`src/rtl/fifo_pkg.sv`:
```
// -----------------------------------------------------------------------------
// fifo_pkg
// Shared definitions for the threshold FIFO (fifo_umbral) and its interface.
//   DEF_DATA_WIDTH / DEF_ADDR_WIDTH : default geometry (6-bit words, 4 entries)
//   fifo_depth()                    : DEPTH = 2**ADDR_WIDTH
//   fifo_cnt_width()                : width of the occupancy count / thresholds
//   err_cause_e                     : error-cause encoding (reserved for a
//                                     future error-cause output)
// -----------------------------------------------------------------------------
package fifo_pkg;

  localparam int DEF_DATA_WIDTH = 6;
  localparam int DEF_ADDR_WIDTH = 2;

  function automatic int fifo_depth(input int addr_width);
    return 2 ** addr_width;
  endfunction

  // One extra bit so that the count can represent DEPTH itself.
  function automatic int fifo_cnt_width(input int addr_width);
    return addr_width + 1;
  endfunction

  typedef enum logic [1:0] {
    ERR_NONE = 2'd0,
    ERR_OVF  = 2'd1,
    ERR_UNF  = 2'd2
  } err_cause_e;

endpackage

```
`src/rtl/fifo_umbral_if.sv`:
```
// -----------------------------------------------------------------------------
// fifo_umbral_if
// Producer/consumer side signals of fifo_umbral grouped in one bundle.
//   master : producer / control side (drives push, pop, data in, thresholds,
//            Error_Clr; observes data out and all status flags)
//   slave  : the FIFO itself
// -----------------------------------------------------------------------------
interface fifo_umbral_if
  import fifo_pkg::*;
#(
  parameter int DATA_WIDTH = DEF_DATA_WIDTH,
  parameter int ADDR_WIDTH = DEF_ADDR_WIDTH
);

  localparam int CNT_WIDTH = fifo_cnt_width(ADDR_WIDTH);

  logic                  push;
  logic                  pop;
  logic [DATA_WIDTH-1:0] Fifo_Data_in;
  logic [CNT_WIDTH-1:0]  Umbral_Bajo;
  logic [CNT_WIDTH-1:0]  Umbral_Alto;
  logic                  Error_Clr;

  logic [DATA_WIDTH-1:0] Fifo_Data_out;
  logic                  Data_Valid;
  logic [CNT_WIDTH-1:0]  Fifo_Count;
  logic                  Fifo_Empty;
  logic                  Fifo_Full;
  logic                  Almost_Empty;
  logic                  Almost_Full;
  logic                  Pausa;
  logic                  Error_Fifo;

  modport master (
    output push, pop, Fifo_Data_in, Umbral_Bajo, Umbral_Alto, Error_Clr,
    input  Fifo_Data_out, Data_Valid, Fifo_Count, Fifo_Empty, Fifo_Full,
           Almost_Empty, Almost_Full, Pausa, Error_Fifo
  );

  modport slave (
    input  push, pop, Fifo_Data_in, Umbral_Bajo, Umbral_Alto, Error_Clr,
    output Fifo_Data_out, Data_Valid, Fifo_Count, Fifo_Empty, Fifo_Full,
           Almost_Empty, Almost_Full, Pausa, Error_Fifo
  );

endinterface

```
`src/rtl/dual_port_memory.sv`:
```
// -----------------------------------------------------------------------------
// dual_port_memory
// Simple storage array, one write port and one read port, single clock.
//   clk     : write clock
//   wr_en   : write strobe, stores wr_data at wr_addr on the rising edge
//   wr_addr : write address
//   wr_data : write data
//   rd_en   : read strobe, rd_data is zero while low
//   rd_addr : read address
//   rd_data : combinational read data (old contents during a same-edge write)
// MEM_SIZE is the highest valid address. Contents are never reset.
// -----------------------------------------------------------------------------
module dual_port_memory #(
  parameter int DATA_WIDTH = 6,
  parameter int ADDR_WIDTH = 2,
  parameter int MEM_SIZE   = 3
) (
  input  logic                  clk,
  input  logic                  wr_en,
  input  logic [ADDR_WIDTH-1:0] wr_addr,
  input  logic [DATA_WIDTH-1:0] wr_data,
  input  logic                  rd_en,
  input  logic [ADDR_WIDTH-1:0] rd_addr,
  output logic [DATA_WIDTH-1:0] rd_data
);

  logic [DATA_WIDTH-1:0] mem [0:MEM_SIZE];

  always_ff @(posedge clk) begin
    if (wr_en) begin
      mem[wr_addr] <= wr_data;
    end
  end

  assign rd_data = rd_en ? mem[rd_addr] : '0;

endmodule

```
`src/rtl/fifo_umbral.sv`:
```
// -----------------------------------------------------------------------------
// fifo_umbral
// Synchronous FIFO with programmable almost-empty / almost-full thresholds,
// a back-pressure output (Pausa) and a sticky over/underflow flag.
//   clk     : single clock, rising edge
//   reset_L : asynchronous active-low reset
//   bus     : fifo_umbral_if.slave
//     push / pop / Fifo_Data_in      : write and read requests, write data
//     Umbral_Bajo / Umbral_Alto      : live almost-empty / almost-full levels
//     Error_Clr                      : clears Error_Fifo (a new error wins)
//     Fifo_Data_out / Data_Valid     : registered read data, 1-cycle latency
//     Fifo_Count                     : occupancy 0..DEPTH
//     Fifo_Empty / Fifo_Full         : count == 0 / count == DEPTH
//     Almost_Empty / Almost_Full     : count <= Umbral_Bajo / >= Umbral_Alto
//     Pausa                          : Almost_Full | Fifo_Full
//     Error_Fifo                     : sticky overflow / underflow
// All flags are registered from the next count, so they line up with
// Fifo_Count on the same cycle.
// -----------------------------------------------------------------------------
module fifo_umbral
  import fifo_pkg::*;
#(
  parameter int DATA_WIDTH = DEF_DATA_WIDTH,
  parameter int ADDR_WIDTH = DEF_ADDR_WIDTH
) (
  input  logic          clk,
  input  logic          reset_L,
  fifo_umbral_if.slave  bus
);

  localparam int DEPTH     = fifo_depth(ADDR_WIDTH);
  localparam int CNT_WIDTH = fifo_cnt_width(ADDR_WIDTH);

  localparam logic [CNT_WIDTH-1:0]  CNT_DEPTH = CNT_WIDTH'(DEPTH);
  localparam logic [CNT_WIDTH-1:0]  CNT_ONE   = CNT_WIDTH'(1);
  localparam logic [ADDR_WIDTH-1:0] PTR_ONE   = ADDR_WIDTH'(1);

  logic [ADDR_WIDTH-1:0] wr_ptr;
  logic [ADDR_WIDTH-1:0] rd_ptr;
  logic [CNT_WIDTH-1:0]  count;
  logic [CNT_WIDTH-1:0]  count_next;

  logic                  wr_en;
  logic                  pop_ok;
  logic                  err_set;
  logic [DATA_WIDTH-1:0] mem_rd_data;

  logic [DATA_WIDTH-1:0] data_out_q;
  logic                  data_valid_q;
  logic                  empty_q;
  logic                  full_q;
  logic                  almost_empty_q;
  logic                  almost_full_q;
  logic                  pausa_q;
  logic                  error_q;

  // A pop on an empty FIFO is always rejected, even alongside a push: there
  // is no write-to-read bypass. A push on a full FIFO is accepted only when
  // a pop frees the oldest slot on the same edge.
  assign pop_ok  = bus.pop & ~empty_q;
  assign wr_en   = bus.push & (~full_q | pop_ok);
  assign err_set = (bus.push & ~wr_en) | (bus.pop & ~pop_ok);

  always_comb begin
    count_next = count;
    unique case ({wr_en, pop_ok})
      2'b10:   count_next = count + CNT_ONE;
      2'b01:   count_next = count - CNT_ONE;
      default: count_next = count;
    endcase
  end

  dual_port_memory #(
    .DATA_WIDTH (DATA_WIDTH),
    .ADDR_WIDTH (ADDR_WIDTH),
    .MEM_SIZE   (DEPTH - 1)
  ) u_mem (
    .clk     (clk),
    .wr_en   (wr_en),
    .wr_addr (wr_ptr),
    .wr_data (bus.Fifo_Data_in),
    .rd_en   (pop_ok),
    .rd_addr (rd_ptr),
    .rd_data (mem_rd_data)
  );

  always_ff @(posedge clk or negedge reset_L) begin
    if (!reset_L) begin
      wr_ptr <= '0;
      rd_ptr <= '0;
      count  <= '0;
    end else begin
      if (wr_en) begin
        wr_ptr <= wr_ptr + PTR_ONE;
      end
      if (pop_ok) begin
        rd_ptr <= rd_ptr + PTR_ONE;
      end
      count <= count_next;
    end
  end

  always_ff @(posedge clk or negedge reset_L) begin
    if (!reset_L) begin
      data_out_q   <= '0;
      data_valid_q <= 1'b0;
    end else begin
      data_valid_q <= pop_ok;
      if (pop_ok) begin
        data_out_q <= mem_rd_data;
      end
    end
  end

  always_ff @(posedge clk or negedge reset_L) begin
    if (!reset_L) begin
      empty_q        <= 1'b1;
      full_q         <= 1'b0;
      almost_empty_q <= 1'b1;
      almost_full_q  <= 1'b0;
      pausa_q        <= 1'b0;
    end else begin
      empty_q        <= (count_next == '0);
      full_q         <= (count_next == CNT_DEPTH);
      almost_empty_q <= (count_next <= bus.Umbral_Bajo);
      almost_full_q  <= (count_next >= bus.Umbral_Alto);
      pausa_q        <= (count_next >= bus.Umbral_Alto) | (count_next == CNT_DEPTH);
    end
  end

  always_ff @(posedge clk or negedge reset_L) begin
    if (!reset_L) begin
      error_q <= 1'b0;
    end else if (err_set) begin
      error_q <= 1'b1;
    end else if (bus.Error_Clr) begin
      error_q <= 1'b0;
    end
  end

  assign bus.Fifo_Data_out = data_out_q;
  assign bus.Data_Valid    = data_valid_q;
  assign bus.Fifo_Count    = count;
  assign bus.Fifo_Empty    = empty_q;
  assign bus.Fifo_Full     = full_q;
  assign bus.Almost_Empty  = almost_empty_q;
  assign bus.Almost_Full   = almost_full_q;
  assign bus.Pausa         = pausa_q;
  assign bus.Error_Fifo    = error_q;

endmodule

```
`src/flat_wrapper.sv`:
```
// flat-port wrapper written by rule: the top's interface ports become plain ports
module fifo_umbral_flat import fifo_pkg::*;
#(
  parameter int DATA_WIDTH = DEF_DATA_WIDTH,
  parameter int ADDR_WIDTH = DEF_ADDR_WIDTH
)
  (clk, reset_L, bus_push, bus_pop, bus_Fifo_Data_in, bus_Umbral_Bajo, bus_Umbral_Alto, bus_Error_Clr, bus_Fifo_Data_out, bus_Data_Valid, bus_Fifo_Count, bus_Fifo_Empty, bus_Fifo_Full, bus_Almost_Empty, bus_Almost_Full, bus_Pausa, bus_Error_Fifo);
  fifo_umbral_if #(.DATA_WIDTH(DATA_WIDTH), .ADDR_WIDTH(ADDR_WIDTH)) bus_i ();
  input  logic clk;
  input  logic reset_L;
  input wire logic [$bits(bus_i.push)-1:0] bus_push;
  input wire logic [$bits(bus_i.pop)-1:0] bus_pop;
  input wire logic [$bits(bus_i.Fifo_Data_in)-1:0] bus_Fifo_Data_in;
  input wire logic [$bits(bus_i.Umbral_Bajo)-1:0] bus_Umbral_Bajo;
  input wire logic [$bits(bus_i.Umbral_Alto)-1:0] bus_Umbral_Alto;
  input wire logic [$bits(bus_i.Error_Clr)-1:0] bus_Error_Clr;
  output wire logic [$bits(bus_i.Fifo_Data_out)-1:0] bus_Fifo_Data_out;
  output wire logic [$bits(bus_i.Data_Valid)-1:0] bus_Data_Valid;
  output wire logic [$bits(bus_i.Fifo_Count)-1:0] bus_Fifo_Count;
  output wire logic [$bits(bus_i.Fifo_Empty)-1:0] bus_Fifo_Empty;
  output wire logic [$bits(bus_i.Fifo_Full)-1:0] bus_Fifo_Full;
  output wire logic [$bits(bus_i.Almost_Empty)-1:0] bus_Almost_Empty;
  output wire logic [$bits(bus_i.Almost_Full)-1:0] bus_Almost_Full;
  output wire logic [$bits(bus_i.Pausa)-1:0] bus_Pausa;
  output wire logic [$bits(bus_i.Error_Fifo)-1:0] bus_Error_Fifo;
  assign bus_i.push = bus_push;
  assign bus_i.pop = bus_pop;
  assign bus_i.Fifo_Data_in = bus_Fifo_Data_in;
  assign bus_i.Umbral_Bajo = bus_Umbral_Bajo;
  assign bus_i.Umbral_Alto = bus_Umbral_Alto;
  assign bus_i.Error_Clr = bus_Error_Clr;
  assign bus_Fifo_Data_out = bus_i.Fifo_Data_out;
  assign bus_Data_Valid = bus_i.Data_Valid;
  assign bus_Fifo_Count = bus_i.Fifo_Count;
  assign bus_Fifo_Empty = bus_i.Fifo_Empty;
  assign bus_Fifo_Full = bus_i.Fifo_Full;
  assign bus_Almost_Empty = bus_i.Almost_Empty;
  assign bus_Almost_Full = bus_i.Almost_Full;
  assign bus_Pausa = bus_i.Pausa;
  assign bus_Error_Fifo = bus_i.Error_Fifo;
  fifo_umbral #(.DATA_WIDTH(DATA_WIDTH), .ADDR_WIDTH(ADDR_WIDTH)) u_core (.clk(clk), .reset_L(reset_L), .bus(bus_i));
endmodule
```
`config.mk`:
```
export PLATFORM = sky130hd
export DESIGN_NAME = fifo_umbral_flat
export DESIGN_NICKNAME = d
export VERILOG_FILES = /design/src/rtl/fifo_pkg.sv /design/src/rtl/fifo_umbral_if.sv /design/src/rtl/dual_port_memory.sv /design/src/rtl/fifo_umbral.sv /design/src/flat_wrapper.sv
export SDC_FILE = /design/constraint.sdc
export NUM_CORES = 1
export LEC_CHECK = 0
export ABC_AREA = 1
export BUFFER_PORTS_ARGS = -buffer_cell sky130_fd_sc_hd__buf_2
export CELL_PAD_IN_SITES_DETAIL_PLACEMENT = 1
export CELL_PAD_IN_SITES_GLOBAL_PLACEMENT = 2
export CORE_MARGIN = 2
export CORE_UTILIZATION = 34
export DETAILED_ROUTE_END_ITERATION = 12
export PLACE_DENSITY_LB_ADDON = 0.1
export REMOVE_ABC_BUFFERS = 1
export SYNTH_ARGS = -nofsm -noshare
export SYNTH_HDL_FRONTEND = slang
export SYNTH_HIERARCHICAL = 1
export SYNTH_SLANG_ARGS = --single-unit
```
`constraint.sdc`:
```
create_clock -name clk -period 2.7 [get_ports clk]
set_clock_uncertainty 0.05 [all_clocks]
set_input_delay 0 -clock clk [delete_from_list [all_inputs] [get_ports clk]]
set_output_delay 0 -clock clk [all_outputs]
set_load 0.1 [all_outputs]
```
Word level (Yosys, flattened, before mapping)

Memory sizes are Yosys's and may differ from the RTL's. A register that Yosys moved wholly into a read port is not among the register bits.
Index checks and enable logic that the tools add are counted.
Widths: inputs -> output; s select.

Output and inout bits: 16
Register bits after elaboration: 14
RAM bits: 24
Bits in latches: 0
Memory bits (read-only): 0
Logic and storage cells: 39
Bits of input ports: 17
Memories kept: 1

Div/mod/pow operators: 0
Mux-type cells: 5
Reduce and logical (&&, ||, !) cells: 3
Magnitude comparators: 2
Add/subtract/negate cells: 4
Equal/unequal tests: 3
Shift operators: 0
Bitwise operators: 11
Multipliers: 0

Memory list:

| name             | depth | bits a word | rd ports | clocked after Yosys merged registers in | write ports | line                   | source |
|---|---|---|---|---|---|---|---|
| u_core.u_mem.mem | 4     | 6           | 1        | 1                                       | 1           | dual_port_memory.sv:27 | `logic [DATA_WIDTH-1:0] mem [0:MEM_SIZE];` |

Operators with widths:

| cell                | number |
|---|---|
| $pmux 3 s2          | 1 |
| $add 2x1->2 const B | 2 |
| $and 1x1->1         | 4 |
| $mux 1              | 4 |
| $not 1->1           | 4 |
| $add 3x1->3 const B | 1 |
| $eq 3x3->1 const B  | 1 |
| $ge 3x3->1          | 1 |
| $le 3x3->1          | 1 |
| $logic_not 3->1     | 1 |
| $or 1x1->1          | 3 |
| $sub 3x1->3 const B | 1 |
| $eq 2x1->1 const B  | 1 |
| $eq 2x2->1 const B  | 1 |
| $reduce_bool 2->1   | 1 |
| $logic_not 1->1     | 1 |

Longest topological paths before layout

Gate-level depths: netlist (run 1).

Depth after elaboration: 8
Mapped depth: 16
Gate-level depth less buffers: 16

By module

Netlist (run 1), hierarchy kept.

By module, submodules not included:

| module           | instances | sequential area each (sq um) | area an instance (sq um) | cells each |
|---|---|---|---|---|
| dual_port_memory | 1         | 720.7                        | 1049.8                   | 102 |
| fifo_umbral      | 1         | 503.0                        | 938.4                    | 101 |

Worst setup path after synthesis (run 1)

OpenSTA, ideal clock, no wires.

Kind: register to register
Start: register u_core.empty_q (netlist: u_core/bus.Fifo_Empty)
End: register u_core.almost_empty_q (netlist: u_core/bus.Almost_Empty)
Buffers on the path: 0
Clock period less this slack: 2.903 ns
Required time: 2.577 ns
Cell stages (with the launch flop): 15
Data arrival time: 2.780 ns
Setup slack: -0.203 ns
Setup time: 0.073 ns
Path through: dfstp_2 > inv_1 > nand2_4 > nand2_4 > nand2_4 > ha_1 > fa_1 > nand2_1 > nand2_1 > ha_1 > inv_1 > nor2_1 > o21ai_0 > nand2_1 > a21oi_1

Word-level cells in the longest chain between the ends: 7
Elaborated cells on any way between the ends: 8
Classes of those cells: 1 x order compare; 2 x eq/ne; 1 x mux; 4 x bitwise

Ends and longest elaborated chain:

| item                                            | line               | source |
|---|---|---|
| from (decl)                                     | fifo_umbral.sv:50  | `logic empty_q;` |
| from (signal assigned)                          | fifo_umbral.sv:123 | `empty_q <= (count_next == '0);` |
| $not 1->1 (*)                                   | fifo_umbral.sv:60  | `assign pop_ok = bus.pop & ~empty_q;` |
| $and 1x1->1 (*)                                 | fifo_umbral.sv:60  |  |
| $or 1x1->1                                      | fifo_umbral.sv:61  | `assign wr_en = bus.push & (~full_q \| pop_ok);` |
| $and 1x1->1                                     | fifo_umbral.sv:61  |  |
| $eq 2x1->1 / $eq 2x2->1 (equally long branches) | fifo_umbral.sv:66  | `unique case ({wr_en, pop_ok})` |
| $pmux 3 s2 (*)                                  | fifo_umbral.sv:66  |  |
| named net u_core.count_next[1]                  | fifo_umbral.sv:41  | `logic [CNT_WIDTH-1:0] count_next;` |
| $le 3x3->1 (*)                                  | fifo_umbral.sv:125 | `almost_empty_q <= (count_next <= bus.Umbral_Bajo);` |
| to (signal assigned)                            | fifo_umbral.sv:125 |  |
| to (decl)                                       | fifo_umbral.sv:52  | `logic almost_empty_q;` |

Mark *: on every way through the listed nets, which the timed path passes. The rest lies on a longest branch.
A chain may end at the register's enable or synchronous reset.

Worst setup path after layout (run 1)

Ends and elaborated chain as after synthesis.

==> results of run 1 <==
==> placed cells by master, fill, tap and decap left out, types with 2 or more instances in the layout <==
| cell | count |
|---|---|
| buf_4 | 5 |
| dfrtp_1 | 18 |
| ha_1 | 4 |
| nor2_1 | 4 |
| inv_2 | 3 |
| xnor2_1 | 3 |
| clkbuf_8 | 5 |
| nand2_2 | 2 |
| nand2_4 | 3 |
| nor3_1 | 4 |
| a21oi_1 | 7 |
| clkinv_2 | 2 |
| buf_2 | 32 |
| dlygate4sd3_1 | 12 |
| dfstp_2 | 2 |
| inv_1 | 45 |
| nand3_1 | 16 |
| xnor2_2 | 2 |
| edfxtp_1 | 24 |
| nand2_1 | 59 |
==> area by class of cell <==
cell class | instances | area (um2)
fill | 658 | 3100
sequential | 44 | 1220
multi-input combinational | 109 | 581
timing repair buffer | 49 | 318
inverter | 48 | 180
tap | 72 | 90.1
clock buffer | 5 | 68.8
clock inverter | 3 | 13.8
==> logic make-up after synthesis <==
logic type / Yosys count / share of synthesized area
AO/OA/AOI/OAI: 9 / 0.0239
AND/OR/NAND/NOR: 89 / 0.194
adder cells (fa/ha/maj): 6 / 0.0415
flip-flops: 44 / 0.615
XOR/XNOR: 5 / 0.0258
buffers and inverters: 50 / 0.0988
==> stage by stage <==
step                setup slack (ns)  TNS (ns)  instance area (um2)  instances   util
finish                         0.214         0                 2470        330  0.444
global route                  0.0154         0                 2470        330  0.444
CTS                           0.0261         0                 2450        329  0.440
detailed placement            0.0528         0                 2250        309  0.404
global placement               0.128         0                 2250        309  0.404
floorplan                     -0.203    -0.404                 1970        201      -
==> repair_timing <==
| action | in CTS | in global routing |
|---|---|---|
| setup buffers | 0 | 1 |
| endpoints found under the hold margin | 49 | 0 |
| resized for setup | 0 | 4 |
| hold buffers | 12 | 0 |
| setup endpoints to repair | 0 | 3 |
==> worst reg2reg max path: cells and delay by family (launching register included) <==
kind | cells | cell delay [ns]
AND/OR/NAND/NOR | 7 | 0.51
buffers and inverters | 2 | 0.13
flip-flops | 1 | 0.55
AO/OA/AOI/OAI | 2 | 0.28
adder cells (fa/ha/maj) | 3 | 0.91
==> routing by layer <==
metal	GRT usage	vias to the layer above	wire, um
li1	-	729	-
met4	0.0407	0	47
met3	0.0404	6	168
met2	0.245	25	1980
met5	0	-	0
met1	0.193	684	1970
==> cells in the mapped netlist <==
cell	n
edfxtp_1	24
o21ai_0	1
nor2_1	4
a21oi_1	7
nand4_1	1
nand2_1	60
inv_2	3
nand2_2	1
xnor2_2	1
dfrtp_1	18
nand3_1	16
xnor2_1	4
o211ai_1	1
inv_1	45
nor3_1	4
nand2_4	3
fa_1	1
ha_1	5
dfstp_2	2
buf_2	1
buf_6	1
==> final timing paths <==
kind	startpoint	end	slack, ns	depth (start not counted)
worst max-delay path	u_core/bus.Fifo_Empty$_DFF_PN1_	u_core/bus.Almost_Empty$_DFF_PN1_	0.21	14
worst min-delay path	bus_pop	u_core/bus.Fifo_Data_out[2]$_DFFE_PN0P_	-0.001	4
worst max register to register	u_core/bus.Fifo_Empty$_DFF_PN1_	u_core/bus.Almost_Empty$_DFF_PN1_	0.21	14
worst min register to register	u_core/bus.Fifo_Data_out[0]$_DFFE_PN0P_	u_core/bus.Fifo_Data_out[0]$_DFFE_PN0P_	0.43	2
max in group asynchronous	reset_L	u_core/bus.Almost_Empty$_DFF_PN1_	2.10	2
min in group asynchronous	reset_L	u_core/rd_ptr[0]$_DFFE_PN0P_	0.14	2
==> flip-flops by register name, summed over array words and instances (netlist names) <==
name                      cells
u_core/rd_ptr                 2
u_core/bus.Fifo_Data_out      6
u_core/bus.Fifo_Count         3
u_core/bus.Almost_Full        1
u_core/bus.Data_Valid         1
u_core/bus.Error_Fifo         1
u_core/bus.Fifo_Full          1
u_core/bus.Fifo_Empty         1
u_core/wr_ptr                 2
u_core/u_mem/mem             24
u_core/bus.Pausa              1
u_core/bus.Almost_Empty       1
==> key figures, run 1 <==
Clock tree
  • Clock Tree Root: clkbuf_8
  • Cts bufs inserted: 5
  • CTS tree: yes
  • Clock transition at path regs: 0.08 ns
  • CTS H-tree lvls: 2
  • Buffers from clock root to sink, at most: 2
  • Clock Latency Late Sink: 0.29 ns
  • Clock sink total: 44

Critical path
  • CP Data Arrival Time: about 2.7 ns
  • CP Capture Type: register
  • CP max FO: 6
  • Kind of critical path: register to register
  • Worst path max stage delay: 0.55 ns
  • CP max stage cell: dfstp_2
  • CP Cell Sequence: inv_1 -> nand2_4 -> nand2_4 -> nand2_4 -> ha_2 -> fa_1 -> nand2_1 -> nand2_2 -> ha_1 -> inv_1 -> nor2_1 -> o21ai_1 -> nand2_1 -> a21oi_1
  • Crit path buf inv count: 2
  • Worst path top cell family by delay: adder cells
  • Most common cell on crit path: nand2_4
  • Crit path required time: 2.87 ns
  • Setup crit start kind: register

STA
  • RSZ-0062 raised after global routing: no
  • Hold Violations, Final: 1
  • Min cycle time layout: 2.49 ns
  • Slew Viols, Final: 0
  • Min Hold Slack: -0.00130 ns
  • Post-route clock period utilization: 0.921
  • Setup violators final: 0
  • Rel. slew slack: 0.658
  • Fmax achieved: 402 MHz
  • Worst-margin pin slew: a little over 0.5 ns

Global routing
  • Wire length of the first global-routing pass: 7070 um
  • Vias in the first global route: 1499
  • GRT Total Usage: 0.149
  • Largest net degree at the start of global routing: 21
  • Residual overflow from global routing: 0
  • Initial antenna violation count: 0

Floorplan
  • IO Count: 33
  • Die Ht: 80.5 um
  • Initial Util: 0.357
  • Die Area: roughly 6500 um2
  • Cell Rows: 27
  • Die outline width: around 80 um
  • Core ar.: 5570 um2

Synthesis
  • Yosys cell types: 21
  • Post-Syn Instances: 203
  • Synth area leaders: edfxtp_1, dfrtp_1, nand2_1
  • Synthesized flop and latch total: 44
  • Yosys warnings: 6
  • Seq/Total Area, Yosys: 0.615
  • Syn Area/Cell: 9.79 um2
  • Synthesized area: 1990 um2
  • Post-synth top area cell: edfxtp_1
  • Yosys top cell area share: 0.362

Route
  • Final WL: 4170 um
  • Vias post-DR: 1444
  • Wire length per cell: 12.6 um
  • DRT Pass-1 Iters: 4
  • ANT nets after route: 0
  • Drt via density: 4.38
  • DRC errors left: 0
  • DR iter-0 viols: 36

Place
  • PortBufs: 32
  • Routability-driven placement congestion ratio: 0.737
  • Final HPWL DP: 3080 um

Final layout
  • Share of cells above drive strength 1: 0.221
  • Antenna cells: 0
  • Area grow syn2layout: 24.5%
  • NumNets Final: 280

Run
  • Max cap viols: 0

Min path
  • Min-delay worst type: input port to register

Outcome
  • Status: finished, violations left
  • Violated checks: hold timing
Power of run 1 is left out: the tool's default activity adds up to more than one toggle a clock period on the data nets, which glitch-free logic cannot reach.
==> run 2, diff against run 1 <==
--- a/config.mk
+++ b/config.mk
@@ -12,7 +12,7 @@
 export CORE_MARGIN = 2
 export CORE_UTILIZATION = 34
 export DETAILED_ROUTE_END_ITERATION = 12
-export PLACE_DENSITY_LB_ADDON = 0.1
+export PLACE_DENSITY = 0.81
 export REMOVE_ABC_BUFFERS = 1
 export SYNTH_ARGS = -nofsm -noshare
 export SYNTH_HDL_FRONTEND = slang
==> key figures, run 2 (synthesis gave the netlist of run 1 again) <==
Floorplan
  • Cell Rows: 27
  • Die Area: 6480 um2
  • Die outline width: a little over 80 um
  • Initial Util: 0.357
  • Die Ht: 80.5 um
  • Core ar.: between 5000 and 6000 um2
  • IO Count: 33

Clock tree
  • Clock Latency Late Sink: 0.29 ns
  • Clock sink total: between 40 and 50
  • Clock transition at path regs: 0.08 ns
  • Cts bufs inserted: 5
  • CTS tree: yes
  • CTS H-tree lvls: 2
  • Post-CTS setup buffer count: 0
  • Clock Tree Root: clkbuf_8
  • Buffers from clock root to sink, at most: 2

Route
  • DRC errors left: 0
  • Wire length per cell: 12.8 um
  • M1 WL: 1900 um
  • Top sig layer: met4
  • Final WL: 4210 um
  • Vias post-DR: 1470
  • Met3 Routed Length: between 100 and 150 um
  • Drt via density: 4.45
  • DRT Pass-1 Iters: 4
  • ANT nets after route: 0
  • DR iter-0 viols: 50
  • Met2 Wirelength: 2120 um

Final layout
  • Fill cells: 680
  • Largest register by flop count: u_core/u_mem/mem
  • Most frequent cells in the layout: nand2_1, inv_1, buf_2
  • Share of cells above drive strength 1: 0.217
  • NumNets Final: 281
  • Max FFs per register: 24
  • Register area: ~1200 um2
  • Commonest non-fill, non-tap cell in the layout: nand2_1
  • Antenna cells: 0
  • Area grow syn2layout: 24.3%
  • Area of the multi-input gates: between 500 and 600 um2

Critical path
  • CP Capture Type: register
  • CP max FO: 4
  • Kind of critical path: register to register
  • Setup crit start kind: register
  • CP Data Arrival Time: 2.68 ns
  • R2R Setup Slk: 0.19 ns
  • Crit path required time: 2.87 ns

STA
  • Fmax achieved: 399 MHz
  • Min cycle time layout: 2.51 ns
  • Post-route clock period utilization: 0.928
  • Worst-margin pin slew: 0.529 ns
  • Hold Violations, Final: 0
  • Min Hold Slack: 0.0108 ns
  • Slew Viols, Final: 0
  • Setup violators final: 0
  • Rel. slew slack: 0.647
  • RSZ-0062 raised after global routing: no

Global routing
  • Residual overflow from global routing: 0
  • Largest net degree at the start of global routing: 21
  • Wire length of the first global-routing pass: 6960 um
  • Vias in the first global route: 1521
  • Initial antenna violation count: 0
  • GRT Total Usage: 0.144

Place
  • PortBufs: 32
  • Routability-driven placement congestion ratio: 0.705
  • Final HPWL DP: 3110 um

Run
  • Max cap viols: 0

Min path
  • Min-delay worst type: input port to register

Outcome
  • Status: completed
[run 2: critical path, cell delays in order (launching register included)]
cell and delay [ns]:
dfstp_2 0.54, inv_1 0.06, nand2_4 0.08, nand2_4 0.05
nand2_4 0.07, ha_2 0.20, fa_1 0.41, nand2_1 0.08
nand2_1 0.10, ha_1 0.31, inv_1 0.06, nor2_1 0.03
o21ai_1 0.16, nand2_1 0.09, a21oi_2 0.15
[run 2: what timing repair did]
item,in CTS,in global routing
resized for setup,0,3
hold endpoints to repair,49,0
hold buffers,12,0
endpoints found under the setup margin,0,1
[run 2: path summary, 6_finish.rpt]
path,depth (start not counted),from,endpoint
min in group asynchronous,2,reset_L,u_core/bus.Fifo_Count[2]$_DFF_PN0_
max in group asynchronous,2,reset_L,u_core/bus.Fifo_Empty$_DFF_PN1_
max,14,u_core/bus.Fifo_Empty$_DFF_PN1_,u_core/bus.Almost_Empty$_DFF_PN1_
min,3,bus_pop,u_core/bus.Data_Valid$_DFF_PN0_
max reg2reg,14,u_core/bus.Fifo_Empty$_DFF_PN1_,u_core/bus.Almost_Empty$_DFF_PN1_
min reg2reg,2,u_core/bus.Fifo_Data_out[4]$_DFFE_PN0P_,u_core/bus.Fifo_Data_out[4]$_DFFE_PN0P_
[run 2: stage by stage]
stage / setup slack [ns] / setup TNS [ns] / area, um2 / utilization / cells
detailed placement: 0.0546 / 0 / 2270 / 0.407 / 311
global route: 0.00934 / 0 / 2470 / 0.443 / 330
finish: 0.194 / 0 / 2470 / 0.443 / 330
global placement: 0.209 / 0 / 2270 / 0.407 / 311
floorplan: -0.203 / -0.404 / 1970 / - / 201
CTS: 0.0458 / 0 / 2460 / 0.442 / 330
[run 2: cell type report]
type,count,share of cell area
sequential,44,0.495
multi-input combinational,109,0.232
timing repair buffer,50,0.132
inverter,48,0.0729
tap,72,0.0365
clock buffer,6,0.0294
clock inverter,1,0.00203
[run 2: metal layers]
metal,GRT usage,vias to the layer above
met4,0.0458,0
met3,0.0371,4
li1,-,731
met2,0.247,24
met1,0.175,711
met5,0,-
Power of run 2 is left out for the same reason.
==> run 3, diff against run 2 <==
--- a/config.mk
+++ b/config.mk
@@ -5,14 +5,13 @@
 export SDC_FILE = /design/constraint.sdc
 export NUM_CORES = 1
 export LEC_CHECK = 0
-export ABC_AREA = 1
 export BUFFER_PORTS_ARGS = -buffer_cell sky130_fd_sc_hd__buf_2
 export CELL_PAD_IN_SITES_DETAIL_PLACEMENT = 1
 export CELL_PAD_IN_SITES_GLOBAL_PLACEMENT = 2
 export CORE_MARGIN = 2
-export CORE_UTILIZATION = 34
+export CORE_UTILIZATION = 38
 export DETAILED_ROUTE_END_ITERATION = 12
-export PLACE_DENSITY = 0.81
+export PLACE_DENSITY = 0.82
 export REMOVE_ABC_BUFFERS = 1
 export SYNTH_ARGS = -nofsm -noshare
 export SYNTH_HDL_FRONTEND = slang
==> key figures, run 3 <==
Global routing
  • Wire length of the first global-routing pass: 6100 um
  • Initial antenna violation count: 0
  • Largest net degree at the start of global routing: 21
  • Residual overflow from global routing: 0
  • GRT Total Usage: 0.154
  • Vias in the first global route: 1249

Route
  • Vias post-DR: ~1100
  • DRT Pass-1 Iters: 4
  • Final WL: 3850 um
  • DR iter-0 viols: 19
  • Met3 Routed Length: 98 um
  • Met2 Wirelength: ~2100 um
  • Drt via density: approximately 5
  • M1 WL: 1570 um
  • DRC errors left: 0
  • Top sig layer: met4
  • Wire length per cell: 16.7 um
  • ANT nets after route: 0

STA
  • Hold Violations, Final: 0
  • RSZ-0062 raised after global routing: yes
  • Min cycle time layout: 2.66 ns
  • Setup violators final: 0
  • Slew Viols, Final: 0
  • Rel. slew slack: 0.529
  • Post-route setup TNS: 0 ns
  • Fmax achieved: 376 MHz
  • Post-route clock period utilization: 0.984
  • Worst-margin pin slew: 0.707 ns

Clock tree
  • Clock sink total: between 40 and 50
  • Clock Latency Late Sink: 0.29 ns
  • Cts bufs inserted: 5
  • Buffers from clock root to sink, at most: 2
  • CTS H-tree lvls: 2
  • CTS tree: yes
  • Clock transition at path regs: 0.08 ns
  • Clock Tree Root: clkbuf_8

Outcome
  • Status: completed

Critical path
  • CP Capture Type: register
  • Crit path required time: between 2 and 3 ns
  • Setup crit start kind: register
  • CP Cell Sequence: nor2b_2 -> o21ai_2 -> ha_2 -> fa_1 -> mux2_4 -> ha_4 -> nor2b_4 -> o21ai_1 -> maj3_2
  • Worst R2R Start: u_core/bus.Fifo_Empty$_DFF_PN1_
  • Crit path buf inv count: 0
  • Kind of critical path: register to register
  • CP max stage cell: dfstp_2
  • R2R Setup Slk: 0.04 ns
  • Worst path top cell family by delay: adder cells
  • End of the worst register-to-register path: u_core/bus.Almost_Empty$_DFF_PN1_
  • CP Data Arrival Time: approximately 2.8 ns
  • Worst path max stage delay: 0.54 ns
  • FF-to-FF path depth: 9
  • CP max FO: 4

Synthesis
  • Synthesized flop and latch total: 44
  • Synth area leaders: edfxtp_1, dfrtp_1, mux2i_1
  • Yosys top cell area share: 0.394
  • Seq/Total Area, Yosys: 0.669
  • Asr flop ratio synth: 0.455
  • Syn Area/Cell: 15.1 um2
  • Post-Syn Instances: 121
  • Post-synth top area cell: edfxtp_1
  • Most frequent cell after synthesis: edfxtp_1
  • Number of flops mapped to enable cells by yosys: 24
  • Synth Flop Type: edfxtp_1
  • Synthesized area: 1830 um2
  • Yosys cell types: 30
  • Post-synth top cells: edfxtp_1, dfrtp_1, mux2i_1
  • Yosys warnings: 6

Final layout
  • Largest register by flop count: u_core/u_mem/mem
  • Commonest non-fill, non-tap cell in the layout: buf_2
  • Share of cells above drive strength 1: 0.369
  • Max FFs per register: 24
  • Antenna cells: 0
  • Area grow syn2layout: 28.7%
  • Area of the multi-input gates: 614 um2
  • Most frequent cells in the layout: buf_2, edfxtp_1, dfrtp_1
  • Register area: roughly 1200 um2
  • Fill cells: 482
  • NumNets Final: roughly 200

Floorplan
  • Die Area: approximately 5400 um2
  • Die Ht: 73.4 um
  • Core ar.: 4690 um2
  • Cell Rows: 25
  • IO Count: 33
  • Die outline width: 73.4 um
  • Initial Util: 0.390

Place
  • Final HPWL DP: roughly 2600 um
  • Routability-driven placement congestion ratio: 0.775
  • PortBufs: 32

Run
  • Max cap viols: 0

Min path
  • Min-delay worst type: input port to asynchronous set/reset pin
[run 3: final cells by class]
class,count,area share
clock buffer,7,0.0324
clock inverter,1,0.0128
inverter,7,0.0112
multi-input combinational,68,0.261
sequential,44,0.520
tap,54,0.0287
timing repair buffer,49,0.134
[run 3: cells by family after synthesis]
group	synth area share
AO/OA/AOI/OAI	0.0452
XOR/XNOR	0.0376
adder cells (fa/ha/maj)	0.0513
buffers and inverters	0.0246
flip-flops	0.669
multiplexers	0.109
AND/OR/NAND/NOR	0.0630
[run 3: through the flow]
| stage | setup WS (ns) | utilization | hold slack, ns | instances | area, um2 |
|---|---|---|---|---|---|
| after floorplan | -0.546 | - | -0.346 | 119 | 1810 |
| after global placement | 0.0988 | 0.441 | -0.0769 | 209 | 2070 |
| after detailed placement | -0.0589 | 0.441 | -0.0703 | 209 | 2070 |
| after CTS | 0.00724 | 0.489 | 0.0550 | 228 | 2290 |
| after global routing | -0.00838 | 0.502 | 0.149 | 230 | 2350 |
| final | 0.0432 | 0.502 | 0.139 | 230 | 2350 |
[run 3: how the worst max path moves through the flow]
stage / startpoint / to / slack (ns) / cells after the start
global placement: u_core/bus.Fifo_Empty$_DFF_PN1_ / u_core/bus.Almost_Empty$_DFF_PN1_ / 0.1 / 9
detailed placement: u_core/bus.Fifo_Empty$_DFF_PN1_ / u_core/bus.Almost_Empty$_DFF_PN1_ / -0.06 / 9
finish: u_core/bus.Fifo_Empty$_DFF_PN1_ / u_core/bus.Almost_Empty$_DFF_PN1_ / 0.04 / 9
CTS: u_core/bus.Fifo_Empty$_DFF_PN1_ / u_core/bus.Almost_Empty$_DFF_PN1_ / 0.007 / 9
floorplan: u_core/bus.Fifo_Empty$_DFF_PN1_ / u_core/bus.Almost_Empty$_DFF_PN1_ / -0.55 / 9
global route: u_core/bus.Fifo_Empty$_DFF_PN1_ / u_core/bus.Almost_Empty$_DFF_PN1_ / -0.008 / 9
[run 3: worst register-to-register path, stage by stage (launching register included)]
cell and delay (ns):
dfstp_2 0.54, nor2b_2 0.06, o21ai_2 0.16, ha_2 0.21, fa_1 0.45, mux2_4 0.33
ha_4 0.28, nor2b_4 0.12, o21ai_1 0.07, maj3_2 0.30
[run 3: metal layers]
metal / up-vias / global-route usage
met5: - / 0
met4: 0 / 0.0525
met3: 5 / 0.0466
met2: 19 / 0.262
met1: 570 / 0.185
li1: 539 / -
[run 3: repair_timing]
action / 4_1_cts / 5_1_grt
buffers inserted: 0 / 2
endpoints found under the hold margin: 48 / 0
hold buffers: 11 / 0
setup endpoints to repair: 3 / 3
pin swaps: 0 / 2
gates resized for setup: 4 / 6
Power of run 3 is left out for the same reason.
